[src/rtl/fetch_stage_if.sv]
// Fetch-stage boundary: instruction-bus request/response plus the decode-side
// stall/redirect controls and the fetched-instruction output.
interface fetch_stage_if #(parameter int XLEN = 64);
  typedef struct packed {
    logic [XLEN-1:0] pc;
    logic [31:0]     instruction;
  } fetch_data_t;

  logic            ireq_valid;
  logic [XLEN-1:0] ireq_addr;
  logic            iresp_data_ok;
  logic [31:0]     iresp_data;
  logic            stall;
  logic            redirect_valid;
  logic [XLEN-1:0] redirect_pc;
  fetch_data_t     dataF;
  logic            dataF_valid;

  modport master (
    output ireq_valid, ireq_addr, dataF, dataF_valid,
    input  iresp_data_ok, iresp_data, stall, redirect_valid, redirect_pc
  );
  modport slave (
    input  ireq_valid, ireq_addr, dataF, dataF_valid,
    output iresp_data_ok, iresp_data, stall, redirect_valid, redirect_pc
  );
endinterface

[src/rtl/fetch_stage.sv]
// Instruction fetch: owns the PC, keeps one bus request in flight, and buffers
// returned words in an output register backed by a one-entry skid register.
module fetch_stage #(
  parameter int              XLEN     = 64,
  parameter logic [XLEN-1:0] PC_RESET = 64'h8000_0000
) (
  input  logic          clk,
  input  logic          reset,
  fetch_stage_if.master fif
);
  typedef enum logic [1:0] {S_IDLE, S_WAIT, S_DRAIN} state_e;

  state_e            state_q, state_d;
  logic [XLEN-1:0]   pc_q, pc_d;
  logic [XLEN-1:0]   req_addr_q, req_addr_d;
  logic [XLEN+31:0]  dataf_q, dataf_d;
  logic              dataf_valid_q, dataf_valid_d;
  logic [XLEN+31:0]  skid_q, skid_d;
  logic              skid_valid_q, skid_valid_d;
  logic              consume;
  logic [XLEN-1:0]   pc_inc;

  assign consume = dataf_valid_q && !fif.stall;
  assign pc_inc  = pc_q + XLEN'(4);

  always_comb begin
    state_d       = state_q;
    pc_d          = pc_q;
    req_addr_d    = req_addr_q;
    dataf_d       = dataf_q;
    dataf_valid_d = dataf_valid_q;
    skid_d        = skid_q;
    skid_valid_d  = skid_valid_q;

    if (fif.redirect_valid) begin
      dataf_valid_d = 1'b0;
      skid_valid_d  = 1'b0;
      pc_d          = fif.redirect_pc;
      case (state_q)
        S_IDLE: begin
          state_d    = S_WAIT;
          req_addr_d = fif.redirect_pc;
        end
        // A DRAIN response arriving with a redirect also closes the stale
        // request, so restart immediately instead of waiting forever.
        S_WAIT, S_DRAIN: begin
          if (fif.iresp_data_ok) begin
            state_d    = S_WAIT;
            req_addr_d = fif.redirect_pc;
          end else begin
            state_d = S_DRAIN;
          end
        end
        default: state_d = S_IDLE;
      endcase
    end else begin
      if (consume) begin
        dataf_valid_d = skid_valid_q;
        dataf_d       = skid_q;
        skid_valid_d  = 1'b0;
      end
      case (state_q)
        S_IDLE: begin
          if (!skid_valid_d) begin
            state_d    = S_WAIT;
            req_addr_d = pc_q;
          end
        end
        // Skid is always empty in WAIT: issue requires it and redirects flush it.
        S_WAIT: begin
          if (fif.iresp_data_ok) begin
            if (!dataf_valid_q || consume) begin
              dataf_d       = {req_addr_q, fif.iresp_data};
              dataf_valid_d = 1'b1;
            end else begin
              skid_d       = {req_addr_q, fif.iresp_data};
              skid_valid_d = 1'b1;
            end
            pc_d = pc_inc;
            if (!skid_valid_d) begin
              state_d    = S_WAIT;
              req_addr_d = pc_inc;
            end else begin
              state_d = S_IDLE;
            end
          end
        end
        S_DRAIN: begin
          if (fif.iresp_data_ok) begin
            state_d    = S_WAIT;
            req_addr_d = pc_q;
          end
        end
        default: state_d = S_IDLE;
      endcase
    end
  end

  always_ff @(posedge clk or posedge reset) begin
    if (reset) begin
      state_q       <= S_IDLE;
      pc_q          <= PC_RESET;
      req_addr_q    <= PC_RESET;
      dataf_q       <= '0;
      dataf_valid_q <= 1'b0;
      skid_q        <= '0;
      skid_valid_q  <= 1'b0;
    end else begin
      state_q       <= state_d;
      pc_q          <= pc_d;
      req_addr_q    <= req_addr_d;
      dataf_q       <= dataf_d;
      dataf_valid_q <= dataf_valid_d;
      skid_q        <= skid_d;
      skid_valid_q  <= skid_valid_d;
    end
  end

  assign fif.ireq_valid  = (state_q == S_WAIT) || (state_q == S_DRAIN);
  assign fif.ireq_addr   = req_addr_q;
  assign fif.dataF       = dataf_q;
  assign fif.dataF_valid = dataf_valid_q;
endmodule

[src/flat_wrapper.sv]
// flat-port wrapper written by rule: the top's interface ports become plain ports
module fetch_stage_flat 
#(
  parameter int              XLEN     = 64,
  parameter logic [XLEN-1:0] PC_RESET = 64'h8000_0000
)
  (clk, reset, fif_ireq_valid, fif_ireq_addr, fif_dataF, fif_dataF_valid, fif_iresp_data_ok, fif_iresp_data, fif_stall, fif_redirect_valid, fif_redirect_pc);
  fetch_stage_if #(.XLEN(XLEN)) fif_i ();
  input  logic clk;
  input  logic reset;
  output wire logic [$bits(fif_i.ireq_valid)-1:0] fif_ireq_valid;
  output wire logic [$bits(fif_i.ireq_addr)-1:0] fif_ireq_addr;
  output wire logic [$bits(fif_i.dataF)-1:0] fif_dataF;
  output wire logic [$bits(fif_i.dataF_valid)-1:0] fif_dataF_valid;
  input wire logic [$bits(fif_i.iresp_data_ok)-1:0] fif_iresp_data_ok;
  input wire logic [$bits(fif_i.iresp_data)-1:0] fif_iresp_data;
  input wire logic [$bits(fif_i.stall)-1:0] fif_stall;
  input wire logic [$bits(fif_i.redirect_valid)-1:0] fif_redirect_valid;
  input wire logic [$bits(fif_i.redirect_pc)-1:0] fif_redirect_pc;
  assign fif_ireq_valid = fif_i.ireq_valid;
  assign fif_ireq_addr = fif_i.ireq_addr;
  assign fif_dataF = fif_i.dataF;
  assign fif_dataF_valid = fif_i.dataF_valid;
  assign fif_i.iresp_data_ok = fif_iresp_data_ok;
  assign fif_i.iresp_data = fif_iresp_data;
  assign fif_i.stall = fif_stall;
  assign fif_i.redirect_valid = fif_redirect_valid;
  assign fif_i.redirect_pc = fif_redirect_pc;
  fetch_stage #(.XLEN(XLEN), .PC_RESET(PC_RESET)) u_core (.clk(clk), .reset(reset), .fif(fif_i));
endmodule
[config.mk]
export PLATFORM = sky130hd
export DESIGN_NAME = fetch_stage_flat
export DESIGN_NICKNAME = d
export VERILOG_FILES = /design/src/rtl/fetch_stage_if.sv /design/src/rtl/fetch_stage.sv /design/src/flat_wrapper.sv
export SDC_FILE = /design/constraint.sdc
export NUM_CORES = 1
export LEC_CHECK = 0
export CAP_MARGIN = 25
export CELL_PAD_IN_SITES_DETAIL_PLACEMENT = 1
export CELL_PAD_IN_SITES_GLOBAL_PLACEMENT = 1
export CORE_ASPECT_RATIO = 1.25
export CORE_MARGIN = 2
export CORE_UTILIZATION = 37
export CTS_CLUSTER_SIZE = 8
export DETAILED_ROUTE_END_ITERATION = 6
export GPL_TIMING_DRIVEN = 1
export PLACE_DENSITY = 0.77
export RECOVER_POWER = 100
export SYNTH_ARGS = -nofsm -noshare
export SYNTH_HDL_FRONTEND = slang
export SYNTH_SLANG_ARGS = --single-unit
[constraint.sdc]
create_clock -name clk -period 10.75 [get_ports clk]
set_clock_uncertainty 0.2 [all_clocks]
set_input_delay 1.6125 -clock clk [delete_from_list [all_inputs] [get_ports clk]]
set_output_delay 1.6125 -clock clk [all_outputs]
set_load 0.03 [all_outputs]
==> qor.csv, run 1 <==
stage,metric,value,unit
floorplan,die_w,188,um
placed_design,pre_cts_slack,5.50,ns
layout,register_area,8110,um^2
logic_synthesis,synth_seq_cells,324,
grt,gr-total-overflow,0,
cts,hold_buffers,0,
cts,clock_latency,0.57,ns
critical_path,path_class,in2reg,
power,p_total,0.00589,W
route,first_pass_iters,6,
cts,cts_tree,yes,
floorplan,ioPinCount,263,
critical_path,worstPathRequired,10.97,ns
route,route.detailed.drc,0,
timing,hold_viol,0,
layout,multiInputGateArea,6930,um^2
grt,grt_pass1_wl,82.4,mm
grt,track_usage,0.240,
critical_path,end_kind,flop,
timing,setup_violations,0,
route,via_per_inst,5.62,
logic_synthesis,avgSynthCellArea,10.0,um^2
route,routed_wl,52.9,mm
placed_design,dp.cells,2276,
placed_design,io_buffers,262,
route,dr.first_iter.drc_count,693,
cts,root_buffer,clkbuf_16,
logic_synthesis,synth_commonest_cells,"dfrtp_1 (322), nor2_1 (209), a21oi_1 (159)",
timing,relSlewSlack,-1.47,
critical_path,crit_path_start_kind,input port,
job,drv_cap,5,
power,ir_drop,155,uV
logic_synthesis,yosysWarnings,0,
logic_synthesis,ys_top_cells_by_area,"dfrtp_1 (52%), mux2_2 (9.4%), a21oi_1 (5.1%)",
logic_synthesis,synth_nets,1665,
hold_path,hp-class,reg2reg,
logic_synthesis,synthAdderAreaFrac,0.00401,
grt,grt_max_degree,156,
layout,nNetsFinal,1871,
timing,drv_slew,260,
route,detail_route.wl_per_cell,22.6,um
power,pwr_density_cell,296,nW/um^2
floorplan,die_height,234,um
power,leakagePower,7.96,nW
placed_design,place_hpwl,35.7,mm
layout,drive_above_1_share,0.123,
placed_design,gp_congestion,0.911,
cts,post_cts_buffers,0,
cts,postCtsResizedCells,0,
logic_synthesis,synth_top_area_share,0.517,
logic_synthesis,synthArstFlopShare,1.00,
logic_synthesis,synth_top_family_by_area,simple AND/OR/NAND/NOR gates,
logic_synthesis,synth_flop_cell,dfrtp_1,
layout,fill_cells,4658,
critical_path,worstPathArrival,7.27,ns
logic_synthesis,synth-xor-area-share,0.0629,
cts,cts_sinks,324,
timing,fmaxAchievable,0.142,GHz
timing,fin_setup_tns,0,ns
route,via_count,13161,
timing,min_period,7.05,ns
layout,area_growth_syn_to_layout,27.5,%
logic_synthesis,synth_area,15600,um^2
floorplan,num_rows,84,
logic_synthesis,synthCells,1559,
cts,htreeDepth,2,
logic_synthesis,synth_compound_area_frac,0.130,
logic_synthesis,synth_edf_count,0,
route,antenna_left,0,
timing,post-route-period-util,0.656,
logic_synthesis,yosys.area_share.simple,0.144,
cts,cts_inserted_buffers,46,
cts,path_clk_slew,0.05,ns
grt,grt_pass1_vias,14036,
logic_synthesis,synth.most_common_cell,dfrtp_1,
status,violations,"max-capacitance violations, max-slew violations",
floorplan,core,41800,um^2
timing,worstMarginPinSlew,3.71,ns
timing,rsz0062_at_grt,no,
logic_synthesis,synth_top_area_cell,dfrtp_1,
status,status,"complete, but fails checks",
grt,antenna_found_initial,4,
logic_synthesis,muxShareOfSynthArea,0.102,
floorplan,initial_core_util,0.373,
timing,finalWorstSetupSlack,3.70,ns
logic_synthesis,synth_cell_type_count,54,
layout,finalNonFillerCells,2340,
logic_synthesis,seq_area_frac_synth,0.520,
critical_path,worstPathMaxFanout,90,
cts,cts.path.max_buffers,3,
floorplan,die-area,43800,um^2
worst max-delay path, stage by stage:
cell,delay [ns]
buf_2,0.08
clkbuf_1,2.59
inv_6,1.09
nand3_1,0.37
o211ai_1,0.14
buf_4,0.53
nor2_1,0.20
buf_4,0.42
a221oi_1,0.17
worst paths after layout:
check,from,to,slack (ns),cells past startpoint
worst max register to register,u_core.state_q[1],u_core.fif.dataF[44],6.33,10
worst min-delay path,u_core.pc_q[0],u_core.pc_q[0],0.29,1
min in group asynchronous,reset,u_core.skid_q[31],1.58,3
max in group asynchronous,reset,u_core.fif.dataF[51],4.77,4
worst min register to register,u_core.pc_q[0],u_core.pc_q[0],0.29,1
worst max-delay path,fif_redirect_valid,u_core.fif.ireq_addr[42],3.70,9
layout make-up:
cell class,instances,share of cell area
clock buffer,57,0.0604
multi-input combinational,1091,0.348
tap,559,0.0352
antenna,4,0.000503
clock inverter,3,0.00283
sequential,324,0.408
timing repair buffer,281,0.141
inverter,21,0.00428
placed cells by master (no fill, tap or decap), types with 4 or more instances in the layout:
master	n
o22ai_1	100
clkbuf_1	14
xnor2_1	88
nand2_1	91
and3_1	10
ha_1	5
nor3_1	49
nor4_2	6
o21a_1	6
o21ai_0	48
buf_4	12
inv_1	19
nand4_1	41
mux2_2	129
xor2_1	24
a21oi_1	159
nor4_1	8
clkbuf_16	46
clkdlybuf4s50_1	97
diode_2	4
mux2i_1	12
dfrtp_1	322
a221oi_1	9
nor2_1	209
nand3_1	30
dlygate4sd3_1	164
o31ai_1	7
o221ai_1	6
a211oi_1	7
or3_1	6
sequential cells by signal, summed over array words and instances, names as in the netlist:
register,flops
u_core.skid_valid_q,1
u_core.pc_q,64
u_core.fif.ireq_addr,64
u_core.state_q,2
u_core.fif.dataF,96
u_core.fif.dataF_valid,1
u_core.skid_q,96
kinds of logic (layout without fill, tap and decap cells):
group | Yosys count | count (layout)
AOI/OAI and AO/OA | 353 | 353
xor gates and xnor gates | 112 | 112
adders and majority gates | 5 | 5
buffers and inverters | 144 | 362
DFF | 324 | 324
muxes | 142 | 142
other | 0 | 4
and+or+nand+nor | 479 | 479
power by group:
group | switching [W] | total, W | internal, W
clock | 0.000538 | 0.00132 | 0.000777
combinational | 0.00152 | 0.00243 | 0.000914
sequential | 0.000429 | 0.00214 | 0.00171
total | 0.00249 | 0.00589 | 0.00340
per-layer routing:
layer  global-route usage  wire length [um]  up-vias
met3               0.0353              2530      107
met4               0.0967              1950        0
met2                0.402             25800      379
met1                0.312             22600     6746
li1                     -                 -     5929
met5                    0                 0        -
per-stage QoR:
stage	hold WS (ns)	cell area [um^2]	util
after floorplan	0.272	15600	-
after global placement	0.282	18600	0.445
after detailed placement	0.291	18700	0.446
after CTS	0.302	19900	0.476
after global routing	0.325	19900	0.476
final	0.292	19900	0.476
Note: power is estimated with default switching activity, not from simulation.
==> inputs of run 2 (changes only) <==
--- a/config.mk
+++ b/config.mk
@@ -10,11 +10,11 @@
 export CELL_PAD_IN_SITES_GLOBAL_PLACEMENT = 1
 export CORE_ASPECT_RATIO = 1.25
 export CORE_MARGIN = 2
-export CORE_UTILIZATION = 37
+export CORE_UTILIZATION = 41
 export CTS_CLUSTER_SIZE = 8
 export DETAILED_ROUTE_END_ITERATION = 6
 export GPL_TIMING_DRIVEN = 1
-export PLACE_DENSITY = 0.77
+export PLACE_DENSITY = 0.81
 export RECOVER_POWER = 100
 export SYNTH_ARGS = -nofsm -noshare
 export SYNTH_HDL_FRONTEND = slang
==> constraint.sdc (replaced) <==
create_clock -name clk -period 7.1 [get_ports clk]
set_clock_uncertainty 0.2 [all_clocks]
set_input_delay 1.065 -clock clk [delete_from_list [all_inputs] [get_ports clk]]
set_output_delay 1.065 -clock clk [all_outputs]
set_load 0.03 [all_outputs]
==> run 2 against run 1 <==
The run still ends with max-capacitance violations, max-slew violations left. Non-clock buffer count up 2. Register-to-register slack worse by 4.1 ns. Worst setup slack worse by 1.8 ns. Flip-flop and latch count unchanged. Highest routed layer unchanged. Total power up 52%. Count of clock-buffer cells in the layout up 5. Die area down 9.6%. Critical path type unchanged. Sequential power up 51%. Wire length up 0.70%. Largest cell class unchanged. Global-route usage up 2.8 points. Design area down 0.54%. Clock power up 52%.
==> qor.csv, run 2 (synthesized netlist as in run 1, its figures left out) <==
stage,metric,value,unit
job,drv_cap,4,
critical_path,end_kind,flop,
grt,antenna_found_initial,3,
timing,rsz0062_at_grt,no,
grt,grt_pass1_wl,83.3,mm
route,first_pass_iters,6,
timing,worstMarginPinSlew,3.52,ns
cts,cts_sinks,324,
timing,hold_viol,0,
timing,holdWs,0.295,ns
grt,grt_max_degree,168,
layout,area_growth_syn_to_layout,26.8,%
layout,nNetsFinal,1873,
cts,postCtsResizedCells,0,
floorplan,die_height,222,um
critical_path,cpLargestDelayFamily,buffers and inverters,
timing,post-route-period-util,0.729,
cts,htreeDepth,2,
grt,track_usage,0.268,
power,leakagePower,7.95,nW
floorplan,die_w,178,um
route,via_per_inst,5.80,
cts,cts.path.max_buffers,3,
power,pwr_density_cell,452,nW/um^2
route,dr.first_iter.drc_count,711,
power,ir_drop,214,uV
placed_design,dp.cells,2204,
cts,clock_latency,0.57,ns
placed_design,gp_congestion,0.915,
status,violations,"max-capacitance violations, max-slew violations",
status,status,"complete, but fails checks",
route,detail_route.wl_per_cell,23.4,um
critical_path,crit_chain,"buf_2, clkbuf_1, nor2_4, buf_4, nor2_1, a21oi_1",
critical_path,path_class,in2reg,
floorplan,ioPinCount,263,
route,routed_wl,53.3,mm
layout,drive_above_1_share,0.121,
placed_design,place_hpwl,35.9,mm
floorplan,die-area,39600,um^2
floorplan,initial_core_util,0.418,
timing,fmaxAchievable,0.193,GHz
critical_path,slowest_delay,2.49,ns
placed_design,pre_cts_slack,2.74,ns
critical_path,crit_path_start_kind,input port,
timing,min_period,5.18,ns
critical_path,crit_slowest_cell,clkbuf_1,
timing,drv_slew,223,
route,antenna_left,0,
route,route.detailed.drc,0,
hold_path,hp-class,reg2reg,
layout,finalNonFillerCells,2274,
grt,gr-total-overflow,0,
floorplan,num_rows,79,
critical_path,worstPathRequired,7.28,ns
timing,fin_setup_tns,0,ns
layout,mostFrequentLayoutCells,"dfrtp_1 (322), nor2_1 (208), dlygate4sd3_1 (164), a21oi_1 (159), mux2_2 (129)",
timing,setup_violations,0,
cts,root_buffer,clkbuf_16,
cts,path_clk_slew,0.05,ns
floorplan,core,37400,um^2
route,via_count,13185,
critical_path,path_buf_inv,3,
placed_design,io_buffers,262,
cts,cts_inserted_buffers,46,
timing,relSlewSlack,-1.35,
grt,grt_pass1_vias,14314,
layout,layout_commonest_cell,dfrtp_1,
critical_path,worstPathMaxFanout,71,
cts,cts_tree,yes,
timing,finalWorstSetupSlack,1.92,ns
critical_path,worstPathArrival,5.35,ns
cts,hold_buffers,0,
cts,post_cts_buffers,0,
-- run 2: path summary, 6_finish.rpt --
| kind | from | slack (ns) | to | cells after the start |
|---|---|---|---|---|
| setup / recovery | fif_redirect_valid | 1.92 | u_core.fif.dataF[33] | 6 |
| setup reg to reg | u_core.state_q[1] | 2.22 | u_core.skid_q[71] | 7 |
| hold reg to reg | u_core.pc_q[1] | 0.29 | u_core.pc_q[1] | 1 |
| max in group asynchronous | reset | 2.90 | u_core.fif.dataF[55] | 4 |
| min in group asynchronous | reset | 0.76 | u_core.skid_q[49] | 2 |
| hold / removal | u_core.pc_q[1] | 0.29 | u_core.pc_q[1] | 1 |
-- run 2: power breakdown --
| group | internal [W] | switching [W] | leakage, nW |
|---|---|---|---|
| Sequential | 0.00259 | 0.000652 | 3.90 |
| Combinational | 0.00138 | 0.00231 | 3.43 |
| Clock | 0.00118 | 0.000821 | 0.616 |
| Total | 0.00515 | 0.00379 | 7.95 |
-- run 2: final cells by class --
type | count | area [um^2]
Antenna cell | 3 | 7.51
Clock buffer | 62 | 1210
Clock inverter | 4 | 61.3
Fill cell | 4078 | 17600
Inverter | 21 | 85.1
Multi-Input combinational cell | 1091 | 6920
Sequential cell | 324 | 8110
Tap cell | 486 | 608
Timing Repair Buffer | 283 | 2790
-- run 2: stage by stage --
step | area, um^2 | total power, W | util
CTS | 19800 | 0.00917 | 0.531
global placement | 18500 | 0.00694 | 0.496
global route | 19800 | 0.00942 | 0.530
floorplan | 15600 | 0.00539 | -
detailed placement | 18500 | 0.00712 | 0.496
finish | 19800 | 0.00894 | 0.530
-- run 2: metal layers --
metal	vias to the layer above	GRT usage	routed length (um)
li1	5937	-	-
met1	6733	0.348	22300
met2	410	0.449	26500
met3	105	0.0374	2570
met4	0	0.108	2020
met5	-	0	0
